==> config.mk <==
export PLATFORM = sky130hd
export DESIGN_NAME = truth_table_bist
export DESIGN_NICKNAME = d
export VERILOG_FILES = /design/src/rtl/truth_table_bist.sv
export SDC_FILE = /design/constraint.sdc
export NUM_CORES = 1
export LEC_CHECK = 0
export BUFFER_PORTS_ARGS = -buffer_cell sky130_fd_sc_hd__buf_2
export CAP_MARGIN = 20
export CORE_UTILIZATION = 49
export DETAILED_ROUTE_END_ITERATION = 12
export PLACE_DENSITY_LB_ADDON = 0.12
export SYNTH_ARGS = -nofsm -noshare
export SYNTH_HDL_FRONTEND = slang
export SYNTH_SLANG_ARGS = --single-unit
==> constraint.sdc <==
create_clock -name clk -period 1.9 [get_ports clk]
set_clock_uncertainty 0.2 [all_clocks]
set_input_delay 0.38 -clock clk [delete_from_list [all_inputs] [get_ports clk]]
set_output_delay 0.38 -clock clk [all_outputs]
set_load 0.05 [all_outputs]
==> src/rtl/truth_table_bist.sv <==
// Exhaustive self-test engine for the 4-input truth_table function.
// Walks all 16 vectors, compares the DUT response against a built-in golden model.
module truth_table_bist #(
  parameter int SETTLE_CYCLES = 2,
  parameter int ERR_W         = 5
) (
  input  logic             clk,
  input  logic             reset,
  input  logic             start,
  output logic [3:0]       abcd,
  input  logic             y,
  output logic             busy,
  output logic             done,
  output logic             pass,
  output logic [ERR_W-1:0] err_count,
  output logic [3:0]       first_fail_vec,
  output logic             first_fail_valid,
  output logic [1:0]       state_dbg
);

  typedef enum logic [1:0] {
    IDLE   = 2'd0,
    SETTLE = 2'd1,
    CHECK  = 2'd2,
    DONE   = 2'd3
  } state_t;

  localparam logic [3:0]       SETTLE_LAST = 4'(SETTLE_CYCLES - 1);
  localparam logic [ERR_W-1:0] ERR_MAX     = {ERR_W{1'b1}};

  state_t           state, state_n;
  logic [3:0]       vec, vec_n;
  logic [3:0]       settle_cnt, settle_cnt_n;
  logic [ERR_W-1:0] err_q, err_n;
  logic [3:0]       ffv_q, ffv_n;
  logic             ffval_q, ffval_n;
  logic             exp_y;

  // Golden model on the registered vector: A&C | A&B | ~A&~D
  assign exp_y = (vec[3] & vec[1]) | (vec[3] & vec[2]) | (~vec[3] & ~vec[0]);

  // Handshake: start is a single-cycle level sampled on the rising edge; it is
  // accepted only in IDLE or DONE and ignored while busy is high.
  always_comb begin
    state_n      = state;
    vec_n        = vec;
    settle_cnt_n = settle_cnt;
    err_n        = err_q;
    ffv_n        = ffv_q;
    ffval_n      = ffval_q;
    case (state)
      IDLE, DONE: begin
        if (start) begin
          state_n      = SETTLE;
          vec_n        = 4'd0;
          settle_cnt_n = 4'd0;
          err_n        = '0;
          ffv_n        = 4'd0;
          ffval_n      = 1'b0;
        end
      end
      SETTLE: begin
        settle_cnt_n = settle_cnt + 4'd1;
        if (settle_cnt == SETTLE_LAST) state_n = CHECK;
      end
      CHECK: begin
        if (y != exp_y) begin
          if (err_q != ERR_MAX) err_n = err_q + ERR_W'(1);
          if (!ffval_q) begin
            ffv_n   = vec;
            ffval_n = 1'b1;
          end
        end
        if (vec == 4'd15) begin
          state_n = DONE;
        end else begin
          vec_n        = vec + 4'd1;
          settle_cnt_n = 4'd0;
          state_n      = SETTLE;
        end
      end
      default: state_n = IDLE;
    endcase
  end

  always_ff @(posedge clk or posedge reset) begin
    if (reset) begin
      state      <= IDLE;
      vec        <= 4'd0;
      settle_cnt <= 4'd0;
      err_q      <= '0;
      ffv_q      <= 4'd0;
      ffval_q    <= 1'b0;
    end else begin
      state      <= state_n;
      vec        <= vec_n;
      settle_cnt <= settle_cnt_n;
      err_q      <= err_n;
      ffv_q      <= ffv_n;
      ffval_q    <= ffval_n;
    end
  end

  // Every output is a decode of registers only; y never reaches an output directly.
  assign abcd             = vec;
  assign busy             = (state == SETTLE) || (state == CHECK);
  assign done             = (state == DONE);
  assign pass             = (state == DONE) && (err_q == '0);
  assign err_count        = err_q;
  assign first_fail_vec   = ffv_q;
  assign first_fail_valid = ffval_q;
  assign state_dbg        = state;

endmodule

# Word-level counts from Yosys, hierarchy flattened
# Index checks and enable logic that the tools add are counted.
[word_totals]
register_bits = 20
input_bits = 4
latch_bits = 0
romBits = 0
ram_bits = 0
n_memories = 0
[classes]
n_div = 0
add_sub_neg = 3
eq_ne = 13
shifts = 0
n_mux = 19
n_lt_le_gt_ge = 0
reduce_logical = 12
mul = 0
n_bitwise = 7
[ops]
columns = ["op", "n"]
rows = [
  ["$mux 4", 5],
  ["$pmux 4 s2", 2],
  ["$mux 5", 3],
  ["$ne 2x2->1 const B", 6],
  ["$pmux 4 s3", 1],
  ["$pmux 5 s2", 1],
  ["$add 4x1->4 const B", 2],
  ["$reduce_and 4->1", 2],
  ["$mux 2", 3],
  ["$pmux 2 s3", 1],
  ["$reduce_and 3->1", 2],
  ["$add 5x1->5 const B", 1],
  ["$logic_not 5->1", 1],
  ["$ne 5x5->1 const B", 1],
  ["$eq 2x2->1 const B", 2],
  ["$eq 4x1->1 const B", 1],
  ["$eq 4x4->1 const B", 1],
  ["$reduce_and 2->1", 2],
  ["$and 1x1->1", 3],
  ["$eq 2x1->1 const B", 1],
  ["$logic_not 2->1", 1],
  ["$mux 1", 2],
  ["$not 1->1", 2],
  ["$or 1x1->1", 2],
  ["other kinds (6)", 6],
]

# Longest topological paths before layout
# Gate-level depths: netlist (run 1).
[logic_depth]
ltp_word = 6
depth_mapped = 7
mapped_depth_nobuf = 6

# Least setup slack after synthesis (run 1)
# OpenSTA, ideal clock, no wires.
[synth_timing]
path_type = "reg-to-output"
startpoint = "register state[0], in the netlist state_dbg[0]"
endpoint = "output pass"
path_stages_with_launch = 4
t_arrival_ps = 2808
setup_slack_ps = -1488
required_time_ps = 1320
cell_sequence = "dfrtp_1 -> ha_1 -> nand2_1 -> nor4_1"
[synth_via]
elab_chain_len = 2
[synth_rtl]
columns = ["item", "line", "rtl"]
rows = [
  ["from (decl)", "31", "state_t state, state_n;"],
  ["from (signal assigned)", "95", "state <= state_n;"],
  ["$eq 2x2->1", "n/a", ""],
  ["net done", "13", "output logic done,"],
  ["$logic_and 1x1->1", "108", "assign pass = (state == DONE) && (err_q == '0);"],
  ["to (decl)", "14", "output logic pass,"],
]
# The timed path passes the listed nets, and every way through them passes these cells.

# Worst setup path after layout (run 1)
[layout_timing]
startpoint = "register state[0], in the netlist state_dbg[0]"
endpoint = "register err_q[0], in the netlist err_count[0]"
[layout_via]
elab_chain_len = 4
elab_cells_between_ends = 10
classes_between = "5 x eq/ne; 1 x mux; 4 x reduce/logical"
[layout_rtl]
columns = ["item", "line", "rtl"]
rows = [
  ["$eq 2x2->1 or $logic_not 2->1 (tied branches)", "51", "case (state)"],
  ["$reduce_or 2->1", "51", ""],
  ["$ne 2x2->1 (no line) or $reduce_bool 2->1 (tied branches)", "n/a", ""],
  ["$reduce_and 4->1 (no line)", "n/a", ""],
  ["to (signal assigned)", "98", "err_q <= err_n;"],
  ["to (decl)", "34", "logic [ERR_W-1:0] err_q, err_n;"],
]
# Several ways; a longest one is shown, not always the timed one.
# A chain may end at the register's enable or synchronous reset.

==> results by group, run 1 <==
Placed design
  – Post-placement worst setup slack: -0.0183 ns
  – Final estimated routing congestion in global placement: 0.798
  – Half-perimeter wire length of the detailed placement result: ~2.1 mm
  – Port bufs: 22

Clock network
  – Clock Pin Slew Worst Setup and Hold Paths: 0.12 ns
  – TritonCTS clock tree: done
  – Root buf cell: sky130_fd_sc_hd__clkbuf_4
  – CTS H-Tree Depth: 1
  – Deepest clock path buffer count: 2
  – Number of clock sinks: 20
  – Num CTS Buffers: 3
  – Source-to-sink clock delay at the later pin of the worst-skew pair: 0.32 ns

Logic synthesis
  – Register bit count reported by yosys: 20
  – Part of the Yosys area used for sequential elements: between 30% and 40%
  – Synthesis Warnings: 0
  – Post-synthesis cell type count: 36
  – Post-synthesis average cell area: 8.98 um2
  – Area of the mapped netlist: 0.00128 mm2
  – Synthesized netlist net count: 157
  – Gate Count Post-Synth: 143

Drt
  – Total routed wirelength: 3.04 mm
  – Routed vias: approximately 1200
  – Antenna-violating nets left: 0
  – Number of remaining DRC errors: 0
  – Via density: approximately 5.6
  – Initial drt markers: 14
  – DRT Pass-1 Iters: 4
  – Wirelength per Cell: 14.2 um

Global routing
  – Remaining global-route overflow: 0
  – Initial antenna violation count: 0
  – Aggregate global-route resource usage: about a quarter
  – Largest net degree at the start of global routing: 21
  – Via count of the first global-routing pass: around 1100
  – Global-route wire length before repair: 4.84 mm

STA
  – Relative slew slack: 78.4%
  – Setup repair after global routing missed its margin: yes
  – Final critical delay including setup and external delays: 1.94 ns
  – TNS Setup: -0.0824 ns
  – Actual transition at the worst max-transition pin: 0.324 ns
  – Setup violators final: 4
  – Final number of hold-violating endpoints: 0
  – Minimum setup slack in the final design: -0.0449 ns
  – Max Fclk: 0.514 GHz
  – Max-slew violations: 0
  – Final cycle utilization of the critical path: 102%

Die
  – Die Area: ~0.0028 mm2
  – Num ports: 23
  – Die X-Extent: 53.2 um
  – Overall die height: 53.2 um
  – Number of rows created at floorplan: 18
  – Starting density of the core: 51.8%
  – Standard cell core area: roughly 0.0025 mm2

Power and ir drop
  – Switching power total: approximately 1000 uW
  – Internal power: about 1300 uW
  – Clock network fraction of design power: between 10% and 20%
  – Combinational fraction of design power: 58.7%
  – PD cells: 1280 mW/mm2
  – Leakage power: 0.000801 uW
  – Power share of the sequential group: 25.8%
  – Switching Fraction: approximately 45%
  – Peak ir drop on the vdd network: approximately 0.00096 V
  – Total Power: 2320 uW

Critical path
  – Category of the critical setup timing path: flip-flop to flip-flop
  – Endpoint of the most critical setup path: err_count[0]$_DFFE_PP0P_
  – Worst setup path startpoint: state_dbg[0]$_DFFE_PP0P_
  – Length in cells of the worst reg-to-reg path: 8
  – Launch point of the worst reg-to-reg path: state_dbg[0]$_DFFE_PP0P_
  – Nature of the critical path startpoint: flip-flop
  – Worst reg2reg endpoint: err_count[0]$_DFFE_PP0P_
  – Data arrival time of the critical path: 1.96 ns
  – Largest fanout on the critical path: 9
  – Sort of element at the end of the critical path: flip-flop
  – Worst EP required: 1.91 ns
  – R2R setup slack: -0.04 ns

Cells and area
  – Fraction of layout instances using a drive strength above 1: 42.9%
  – Area of the multi-input gates: 872 um2
  – Area growth from synthesis to final layout: 41.2%
  – Filler cell count: around 180
  – ANT cells: 0
  – Sequential Area: 507 um2
  – Final layout net count: 199

Run status
  – Outcome: finished with violations
  – Failing checks: setup timing

Min path
  – Path category of the worst min-delay check: input port to flip-flop

Run
  – Reported max-cap violation count: 0
## placed cells by master, fill, tap and decap left out, types with 2 or more instances in the layout
cell                       instances
sky130_fd_sc_hd__inv_1             6
sky130_fd_sc_hd__a31o_2            2
sky130_fd_sc_hd__nand2_1          15
sky130_fd_sc_hd__dfrtp_2           5
sky130_fd_sc_hd__a31oi_2           2
sky130_fd_sc_hd__ha_4              3
sky130_fd_sc_hd__o21ai_1           5
sky130_fd_sc_hd__o21ai_0           9
sky130_fd_sc_hd__nand2b_1          3
sky130_fd_sc_hd__nor2b_1           2
sky130_fd_sc_hd__a21oi_1           4
sky130_fd_sc_hd__inv_2             3
sky130_fd_sc_hd__a31o_1            3
sky130_fd_sc_hd__nand3_1           6
sky130_fd_sc_hd__nor2_1            5
sky130_fd_sc_hd__clkbuf_4          3
sky130_fd_sc_hd__ha_1              6
sky130_fd_sc_hd__and3b_4           2
sky130_fd_sc_hd__nor4b_2           2
sky130_fd_sc_hd__buf_6             4
sky130_fd_sc_hd__dfrtp_1          15
sky130_fd_sc_hd__buf_2            20
sky130_fd_sc_hd__nand4_1           3
sky130_fd_sc_hd__buf_4            15
sky130_fd_sc_hd__nor3b_2           2
sky130_fd_sc_hd__o211ai_1          5
sky130_fd_sc_hd__a31oi_1           4
sky130_fd_sc_hd__and3_1            3
## how the worst min path moves through the flow
| stage | slack (ns) | end | cells after the start | from |
|---|---|---|---|---|
| 6_report | 0.28 | settle_cnt[1]$_DFFE_PP0P_ | 4 | start |
| 5_1_grt | 0.30 | settle_cnt[0]$_DFFE_PP0P_ | 4 | start |
| 4_1_cts | 0.28 | settle_cnt[0]$_DFFE_PP0P_ | 4 | start |
| 3_5_place_dp | 0.22 | abcd[1]$_DFFE_PP0P_ | 3 | reset |
| 3_3_place_gp | 0.22 | abcd[1]$_DFFE_PP0P_ | 3 | reset |
| 2_1_floorplan | 0.14 | abcd[0]$_DFFE_PP0P_ | 1 | reset |
## cells by family (layout without fill, tap and decap cells)
kind of cell    after synthesis  count (layout)  synth area share [%]
compound gates               40              40                  19.5
flops                        20              20                  39.0
mux                           1               1                  1.07
buf+inv                      15              56                  5.36
simple gates                 57              57                  25.3
fa+ha+maj                    10              10                  9.75
## cell type report
class                           instances  area share [%]
Multi-Input combinational cell        108            48.1
Inverter                               10            2.28
Timing Repair Buffer                   42            16.7
Sequential cell                        20            28.0
Clock inverter                          1            1.66
Clock buffer                            3            1.24
Tap cell                               30            2.07
## sequential cells by signal (all words and copies together) (netlist names)
name / flops
settle_cnt: 4
err_count: 5
first_fail_valid: 1
first_fail_vec: 4
abcd: 4
state_dbg: 2
## cell usage after synthesis
cell type | instances | area share [%]
sky130_fd_sc_hd__ha_1 | 10 | 9.7
sky130_fd_sc_hd__nor4bb_1 | 3 | 2.3
sky130_fd_sc_hd__nand4_1 | 3 | 1.5
sky130_fd_sc_hd__inv_1 | 10 | 2.9
sky130_fd_sc_hd__or3b_1 | 1 | 0.68
sky130_fd_sc_hd__nor3b_1 | 2 | 1.2
sky130_fd_sc_hd__a31o_1 | 3 | 2.0
sky130_fd_sc_hd__o211ai_1 | 5 | 2.9
sky130_fd_sc_hd__and2_1 | 1 | 0.49
sky130_fd_sc_hd__a31oi_1 | 6 | 2.9
sky130_fd_sc_hd__nor2_1 | 7 | 2.0
sky130_fd_sc_hd__nor4b_1 | 2 | 1.4
sky130_fd_sc_hd__buf_4 | 1 | 0.59
sky130_fd_sc_hd__mux2i_2 | 1 | 1.1
sky130_fd_sc_hd__buf_2 | 1 | 0.39
sky130_fd_sc_hd__o2bb2ai_1 | 1 | 0.68
sky130_fd_sc_hd__nor2b_1 | 2 | 0.97
sky130_fd_sc_hd__nor3_1 | 1 | 0.39
sky130_fd_sc_hd__buf_6 | 1 | 0.88
sky130_fd_sc_hd__or2_2 | 1 | 0.49
sky130_fd_sc_hd__nand3_1 | 7 | 2.7
sky130_fd_sc_hd__and3b_4 | 2 | 1.9
sky130_fd_sc_hd__a21o_1 | 1 | 0.59
sky130_fd_sc_hd__o21ai_0 | 16 | 6.2
sky130_fd_sc_hd__and2b_1 | 1 | 0.59
sky130_fd_sc_hd__nor4_1 | 1 | 0.49
sky130_fd_sc_hd__dfrtp_1 | 20 | 39
sky130_fd_sc_hd__a31o_2 | 2 | 1.4
sky130_fd_sc_hd__nand3b_1 | 1 | 0.59
sky130_fd_sc_hd__clkbuf_1 | 2 | 0.59
sky130_fd_sc_hd__a22o_1 | 1 | 0.68
sky130_fd_sc_hd__a21oi_1 | 4 | 1.6
sky130_fd_sc_hd__nand2b_1 | 3 | 1.5
sky130_fd_sc_hd__o22ai_1 | 1 | 0.49
sky130_fd_sc_hd__and3_1 | 3 | 1.5
sky130_fd_sc_hd__nand2_1 | 16 | 4.7
## per-stage QoR
| step | util (%) | hold WS (ns) | cell area (um2) | cells |
|---|---|---|---|---|
| final | 73.2 | 0.281 | 1810 | 214 |
| after global routing | 73.2 | 0.300 | 1810 | 214 |
| after CTS | 69.9 | 0.280 | 1730 | 211 |
| after detailed placement | 64.3 | 0.223 | 1590 | 202 |
| after global placement | 64.3 | 0.216 | 1590 | 202 |
| after floorplan | - | 0.143 | 1380 | 143 |
## what timing repair did
item,in CTS,in global routing
pin swaps,4,3
hold endpoints to repair,20,0
buffers inserted,4,3
setup endpoints to repair,4,11
gates resized for setup,13,12
hold buffers,1,0
## critical path: stages (launching register included)
cell and delay, ns:
sky130_fd_sc_hd__dfrtp_2 0.44, sky130_fd_sc_hd__inv_2 0.07, sky130_fd_sc_hd__ha_4 0.22, sky130_fd_sc_hd__mux2i_4 0.19, sky130_fd_sc_hd__buf_12 0.15, sky130_fd_sc_hd__buf_8 0.13
sky130_fd_sc_hd__o21ai_1 0.18, sky130_fd_sc_hd__a31oi_2 0.06, sky130_fd_sc_hd__a31o_1 0.20
## power by group through the flow
stage | Sequential (uW) | Clock (uW) | Combinational (uW)
floorplan | 733 | 0 | 741
finish | 598 | 361 | 1360
global placement | 589 | 0 | 1140
CTS | 590 | 369 | 1260
detailed placement | 596 | 0 | 1150
global route | 611 | 380 | 1470
## routing by layer
metal / global-route usage (%) / part of all wire [%]
met1: 30.4 / 45
met2: 39.9 / 50
met3: 3.45 / 2.2
met4: 10.5 / 2.3
met5: 0 / 0
Note: power is estimated with default switching activity, not from simulation.
==> run 2, diff against run 1 <==
--- a/config.mk
+++ b/config.mk
@@ -9,7 +9,9 @@
 export CAP_MARGIN = 20
 export CORE_UTILIZATION = 49
 export DETAILED_ROUTE_END_ITERATION = 12
+export GPL_TIMING_DRIVEN = 0
 export PLACE_DENSITY_LB_ADDON = 0.12
 export SYNTH_ARGS = -nofsm -noshare
 export SYNTH_HDL_FRONTEND = slang
 export SYNTH_SLANG_ARGS = --single-unit
+export TNS_END_PERCENT = 20
==> run 2 against run 1 <==
  * The flow finishes with violations (hold timing, setup timing)
  * Die area stayed put
  * Critical path depth is 3 lower
  * Final cell count is 3.3% lower
  * Clock power is 42% lower
  * Power is 7.7% lower
  * Critical path type is now flip-flop to primary output
  * Largest cell class unchanged
==> results by group, run 2 (synthesis results as in run 1) <==
Cells and area
  – Final Instance Count excl. Fillers: 207
  – Leading cell types in the layout, fill and taps excluded: 21 x sky130_fd_sc_hd__buf_2, 16 x sky130_fd_sc_hd__dfrtp_1, 15 x sky130_fd_sc_hd__nand2_1
  – Area growth from synthesis to final layout: 38.2%
  – Final core utilization: a little over 70%
  – Final layout net count: 193
  – Fraction of layout instances using a drive strength above 1: 42.4%
  – ANT cells: 0
  – Max FFs per register: 5
  – Post-route cell area: 0.00177 mm2
  – Leading cell type in the layout, fill and taps excluded: sky130_fd_sc_hd__buf_2

STA
  – Setup violators final: 4
  – Max-slew violations: 0
  – Worst Hold Margin: -0.00516 ns
  – Relative slew slack: 47.6%
  – Final critical delay including setup and external delays: ~1.9 ns
  – Minimum setup slack in the final design: -0.0424 ns
  – Setup repair after global routing missed its margin: yes
  – Final cycle utilization of the critical path: 102%
  – Max Fclk: about 0.51 GHz
  – Final number of hold-violating endpoints: 10
  – Actual transition at the worst max-transition pin: 0.786 ns

Critical path
  – Slowest stage cell on the critical path: sky130_fd_sc_hd__dfrtp_2
  – Category of the critical setup timing path: flip-flop to primary output
  – Launch point of the worst reg-to-reg path: state_dbg[0]$_DFFE_PP0P_
  – Nature of the critical path startpoint: flip-flop
  – Data arrival time of the critical path: 1.36 ns
  – Sort of element at the end of the critical path: primary output
  – Number of buffer and inverter stages on the critical path: 2
  – Worst setup path startpoint: state_dbg[0]$_DFFE_PP0P_
  – Cell breakdown of the critical path: buf_4 > ha_4 > nand2_2 > nor4_4 > buf_6
  – Largest delay share family, worst path: flip-flops
  – Slowest Stage Delay on Critical Path: around 0.42 ns
  – Worst EP required: 1.32 ns
  – Largest fanout on the critical path: 5

Clock network
  – Root buf cell: sky130_fd_sc_hd__clkbuf_4
  – Deepest clock path buffer count: 2
  – TritonCTS clock tree: done
  – Clock Pin Slew Worst Setup and Hold Paths: ~0.12 ns
  – CTS H-Tree Depth: 1
  – Num CTS Buffers: 3
  – Number of clock sinks: 20
  – Source-to-sink clock delay at the later pin of the worst-skew pair: 0.31 ns

Placed design
  – Final estimated routing congestion in global placement: approximately 0.86
  – Port bufs: 22
  – Cell area reported after detailed placement: 0.00151 mm2
  – # placed instances: 195
  – Half-perimeter wire length of the detailed placement result: 2.11 mm

Power and ir drop
  – Total Power: 2140 uW
  – Clock network fraction of design power: 9.7%
  – PD cells: between 1000 and 1500 mW/mm2
  – Leakage power: 0.000748 uW
  – Switching power total: 1040 uW
  – Internal power: 1100 uW
  – Combinational fraction of design power: 62.1%
  – Switching Fraction: 48.7%
  – Peak ir drop on the vdd network: approximately 0.00085 V
  – Power share of the sequential group: 28.2%

Global routing
  – Remaining global-route overflow: 0
  – Initial antenna violation count: 0
  – Aggregate global-route resource usage: 24.7%
  – Global-route wire length before repair: 5.00 mm
  – Via count of the first global-routing pass: 1139
  – Largest net degree at the start of global routing: 21

Drt
  – Wirelength per Cell: between 15 and 20 um
  – Routed vias: ~1200
  – Antenna-violating nets left: 0
  – Total routed wirelength: between 3 and 4 mm
  – Via density: 5.92
  – Number of remaining DRC errors: 0
  – DRT Pass-1 Iters: 4
  – Initial drt markers: 43

Die
  – Starting density of the core: 51.8%
  – Num ports: 23
  – Die Area: 0.00283 mm2
  – Overall die height: 53.2 um
  – Standard cell core area: 0.00248 mm2
  – Number of rows created at floorplan: 18
  – Die X-Extent: roughly 53 um

Run
  – Reported max-cap violation count: 0

Run status
  – Failing checks: hold timing, setup timing
  – Outcome: finished with violations

Min path
  – Path category of the worst min-delay check: input port to asynchronous set/reset pin
run 2: changes by cell type in the layout (fill, tap and decap cells not counted), sizes merged:
cell,before,now
buf,41,34
clkbuf,3,5
bufinv,1,0
dlygate4sd3,1,0
run 2: power by group through the flow:
stage | logic (uW) | registers (uW) | clock network, uW
final | 1330 | 604 | 208
after global routing | 1430 | 617 | 229
after CTS | 1210 | 593 | 217
after detailed placement | 1060 | 613 | 0
after global placement | 1030 | 605 | 0
after floorplan | 724 | 730 | 0
run 2: cell type report:
class / count / area, um2
Inverter: 10 / 41.3
Multi-Input combinational cell: 108 / 921
Clock buffer: 3 / 22.5
Sequential cell: 20 / 505
Buffer: 5 / 40.0
Fill cell: 198 / 703
Tap cell: 30 / 37.5
Timing Repair Buffer: 31 / 206
run 2: final timing paths:
kind	to	slack [ns]	cells past startpoint
setup / recovery	pass	-0.04	5
setup reg to reg	err_count[2]$_DFFE_PP0P_	-0.02	7
min in group clk	settle_cnt[0]$_DFFE_PP0P_	0.32	4
max in group asynchronous	state_dbg[0]$_DFFE_PP0P_	0.96	2
hold / removal	settle_cnt[2]$_DFFE_PP0P_	-0.005	2
hold reg to reg	first_fail_vec[1]$_DFFE_PP0P_	0.34	2
run 2: metal layers:
layer	part of all wire, %	wire (um)	track usage [%]	vias to the layer above
met5	0	0	0	-
met4	1.8	57	6.58	0
met3	3.7	120	5.46	6
met2	53	1700	43.5	37
met1	42	1360	30.0	589
li1	-	-	-	594
run 2: through the flow:
| stage | hold slack, ns | TNS [ns] | setup slack (ns) |
|---|---|---|---|
| detailed placement | 0.312 | -1.02 | -0.137 |
| floorplan | 0.144 | -1.29 | -0.223 |
| global placement | 0.299 | -0.389 | -0.0757 |
| CTS | 0.0167 | -0.286 | -0.0665 |
| global route | 0.0565 | -0.640 | -0.116 |
| finish | -0.00516 | -0.0900 | -0.0424 |
run 2: timing repair:
item,4_1_cts,5_1_grt
cloned,0,1
setup buffers,8,0
endpoints found under the setup margin,16,17
endpoints found under the hold margin,0,0
pin swaps,3,7
hold buffers,0,0
resized for setup,13,29
==> run 3, diff against run 2 <==
==> constraint.sdc (replaced) <==
create_clock -name clk -period 1.62 [get_ports clk]
set_clock_uncertainty 0.2 [all_clocks]
set_input_delay 0.324 -clock clk [delete_from_list [all_inputs] [get_ports clk]]
set_output_delay 0.324 -clock clk [all_outputs]
set_load 0.05 [all_outputs]
==> run 3 against run 2 <==
  * The run ends with setup timing left
  * Sequential share of layout area decreased by 1.1 points
  * Global-route usage is 1.6 points higher
  * First-iteration DRC count is 35% lower
  * Critical path type is now flip-flop to flip-flop
  * Register-to-register slack worse by 0.28 ns
  * Sequential power grew 18%
  * Routed wire length is 4.9% higher
  * Clock power is 45% higher
  * Count of clock-buffer cells in the layout is 1 higher
==> results by group, run 3 (synthesis results as in run 1) <==
Drt
  – Routed vias: between 1000 and 1500
  – Via density: between 5 and 6
  – Number of remaining DRC errors: 0
  – DRT Pass-1 Iters: 4
  – Initial drt markers: 28
  – Antenna-violating nets left: 0
  – Total routed wirelength: 3.40 mm
  – Wirelength per Cell: 15.7 um

STA
  – Final cycle utilization of the critical path: 119%
  – Max Fclk: 0.520 GHz
  – Minimum setup slack in the final design: -0.304 ns
  – Relative slew slack: slightly below 70%
  – Final critical delay including setup and external delays: roughly 1.9 ns
  – Final number of hold-violating endpoints: 0
  – Actual transition at the worst max-transition pin: roughly 0.47 ns
  – Setup repair after global routing missed its margin: yes
  – Max-slew violations: 0
  – Setup violators final: 22

Global routing
  – Initial antenna violation count: 0
  – Remaining global-route overflow: 0
  – Largest net degree at the start of global routing: 21
  – Via count of the first global-routing pass: 1207
  – Global-route wire length before repair: 5.35 mm
  – Aggregate global-route resource usage: 26.3%

Clock network
  – Clock Pin Slew Worst Setup and Hold Paths: 0.12 ns
  – Num CTS Buffers: 3
  – Source-to-sink clock delay at the later pin of the worst-skew pair: 0.30 ns
  – TritonCTS clock tree: done
  – Root buf cell: sky130_fd_sc_hd__clkbuf_4
  – Deepest clock path buffer count: 2
  – CTS H-Tree Depth: 1
  – Number of clock sinks: 20

Power and ir drop
  – Leakage power: 0.000797 uW
  – Peak ir drop on the vdd network: 0.00167 V
  – PD cells: 1500 mW/mm2

Run status
  – Failing checks: setup timing
  – Outcome: finished with violations

Min path
  – Path category of the worst min-delay check: input port to flip-flop
  – Start point of the worst hold path: start

Die
  – Starting density of the core: 51.8%
  – Overall die height: about 53 um
  – Die Area: 0.00283 mm2
  – Standard cell core area: 0.00248 mm2
  – Num ports: 23
  – Die X-Extent: ~53 um
  – Number of rows created at floorplan: 18

Critical path
  – Worst setup path startpoint: state_dbg[0]$_DFFE_PP0P_
  – Largest fanout on the critical path: 8
  – Nature of the critical path startpoint: flip-flop
  – Category of the critical setup timing path: flip-flop to flip-flop
  – Data arrival time of the critical path: just under 2 ns
  – Worst EP required: 1.65 ns
  – Sort of element at the end of the critical path: flip-flop
  – Launch point of the worst reg-to-reg path: state_dbg[0]$_DFFE_PP0P_

Cells and area
  – Max FFs per register: 5
  – Leading cell types in the layout, fill and taps excluded: 16 x sky130_fd_sc_hd__buf_4, 15 x sky130_fd_sc_hd__nand2_1, 13 x sky130_fd_sc_hd__dfrtp_1
  – Leading cell type in the layout, fill and taps excluded: sky130_fd_sc_hd__buf_4
  – Final core utilization: 74.9%
  – Post-route cell area: 0.00186 mm2
  – Area growth from synthesis to final layout: 44.6%
  – ANT cells: 0
  – Fraction of layout instances using a drive strength above 1: between 40% and 50%
  – Final layout net count: around 200

Placed design
  – Port bufs: 22
  – Final estimated routing congestion in global placement: 0.877
  – Half-perimeter wire length of the detailed placement result: 2.11 mm
  – Cell area reported after detailed placement: 0.00151 mm2

Run
  – Reported max-cap violation count: 0
run 3: changes by cell type in the layout (fill, tap and decap cells not counted), sizes merged:
cell,before,now
clkbuf,5,8
buf,34,39
dlygate4sd3,0,1
clkinvlp,1,2
inv,9,8
run 3: stage by stage:
stage	worst slack [ns]	power (uW)	instances	TNS (ns)	hold WS [ns]
floorplan	-0.453	1710	143	-6.61	0.0876
global placement	-0.341	1920	195	-4.47	0.299
detailed placement	-0.419	1950	195	-5.18	0.311
CTS	-0.259	2600	211	-3.50	0.229
global route	-0.372	2950	216	-5.52	0.270
finish	-0.304	2780	216	-4.14	0.242
run 3: layer usage:
layer | vias to the layer above | global-route usage [%] | wire length (um) | share of wire [%]
li1 | 611 | - | - | -
met1 | 618 | 34.9 | 1570 | 46
met2 | 21 | 43.2 | 1710 | 50
met3 | 6 | 2.87 | 64 | 1.9
met4 | 0 | 10.5 | 49 | 1.4
met5 | - | 0 | 0 | 0
run 3: timing repair:
| item | CTS | global route |
|---|---|---|
| gates cloned | 0 | 0 |
| gates resized for setup | 34 | 22 |
| setup buffers | 11 | 5 |
| endpoints found under the setup margin | 23 | 33 |
| endpoints found under the hold margin | 20 | 0 |
| pin swaps | 7 | 7 |
| hold buffers | 1 | 0 |
run 3: cell type report:
type	instances	area [um2]
inverters	10	45.0
clock buffers	4	36.3
fillers	174	621
multi-input cells	108	885
plain buffers	5	45.0
flip-flops and latches	20	509
repair buffers	39	299
well taps	30	37.5
run 3: report_power, final:
group          switching (uW)  internal (uW)
Clock                     164            137
Sequential                120            592
Combinational             984            786
Total                    1270           1510
run 3: worst paths after layout:
| kind | to | slack (ns) | cells after the start |
|---|---|---|---|
| setup / recovery | first_fail_vec[1]$_DFFE_PP0P_ | -0.30 | 7 |
| hold / removal | settle_cnt[0]$_DFFE_PP0P_ | 0.24 | 4 |
| setup reg to reg | first_fail_vec[1]$_DFFE_PP0P_ | -0.30 | 7 |
| hold reg to reg | first_fail_vec[1]$_DFFE_PP0P_ | 0.35 | 2 |
| max in group asynchronous | err_count[2]$_DFFE_PP0P_ | 0.53 | 3 |
| min in group asynchronous | abcd[2]$_DFFE_PP0P_ | 0.39 | 3 |
run 3: worst max-delay path: stages (launching register included):
cell	delay [ns]
sky130_fd_sc_hd__dfrtp_2	0.45
sky130_fd_sc_hd__inv_2	0.08
sky130_fd_sc_hd__ha_4	0.22
sky130_fd_sc_hd__mux2i_4	0.22
sky130_fd_sc_hd__buf_6	0.16
sky130_fd_sc_hd__nor4b_2	0.27
sky130_fd_sc_hd__nand3_1	0.15
sky130_fd_sc_hd__o211ai_1	0.11
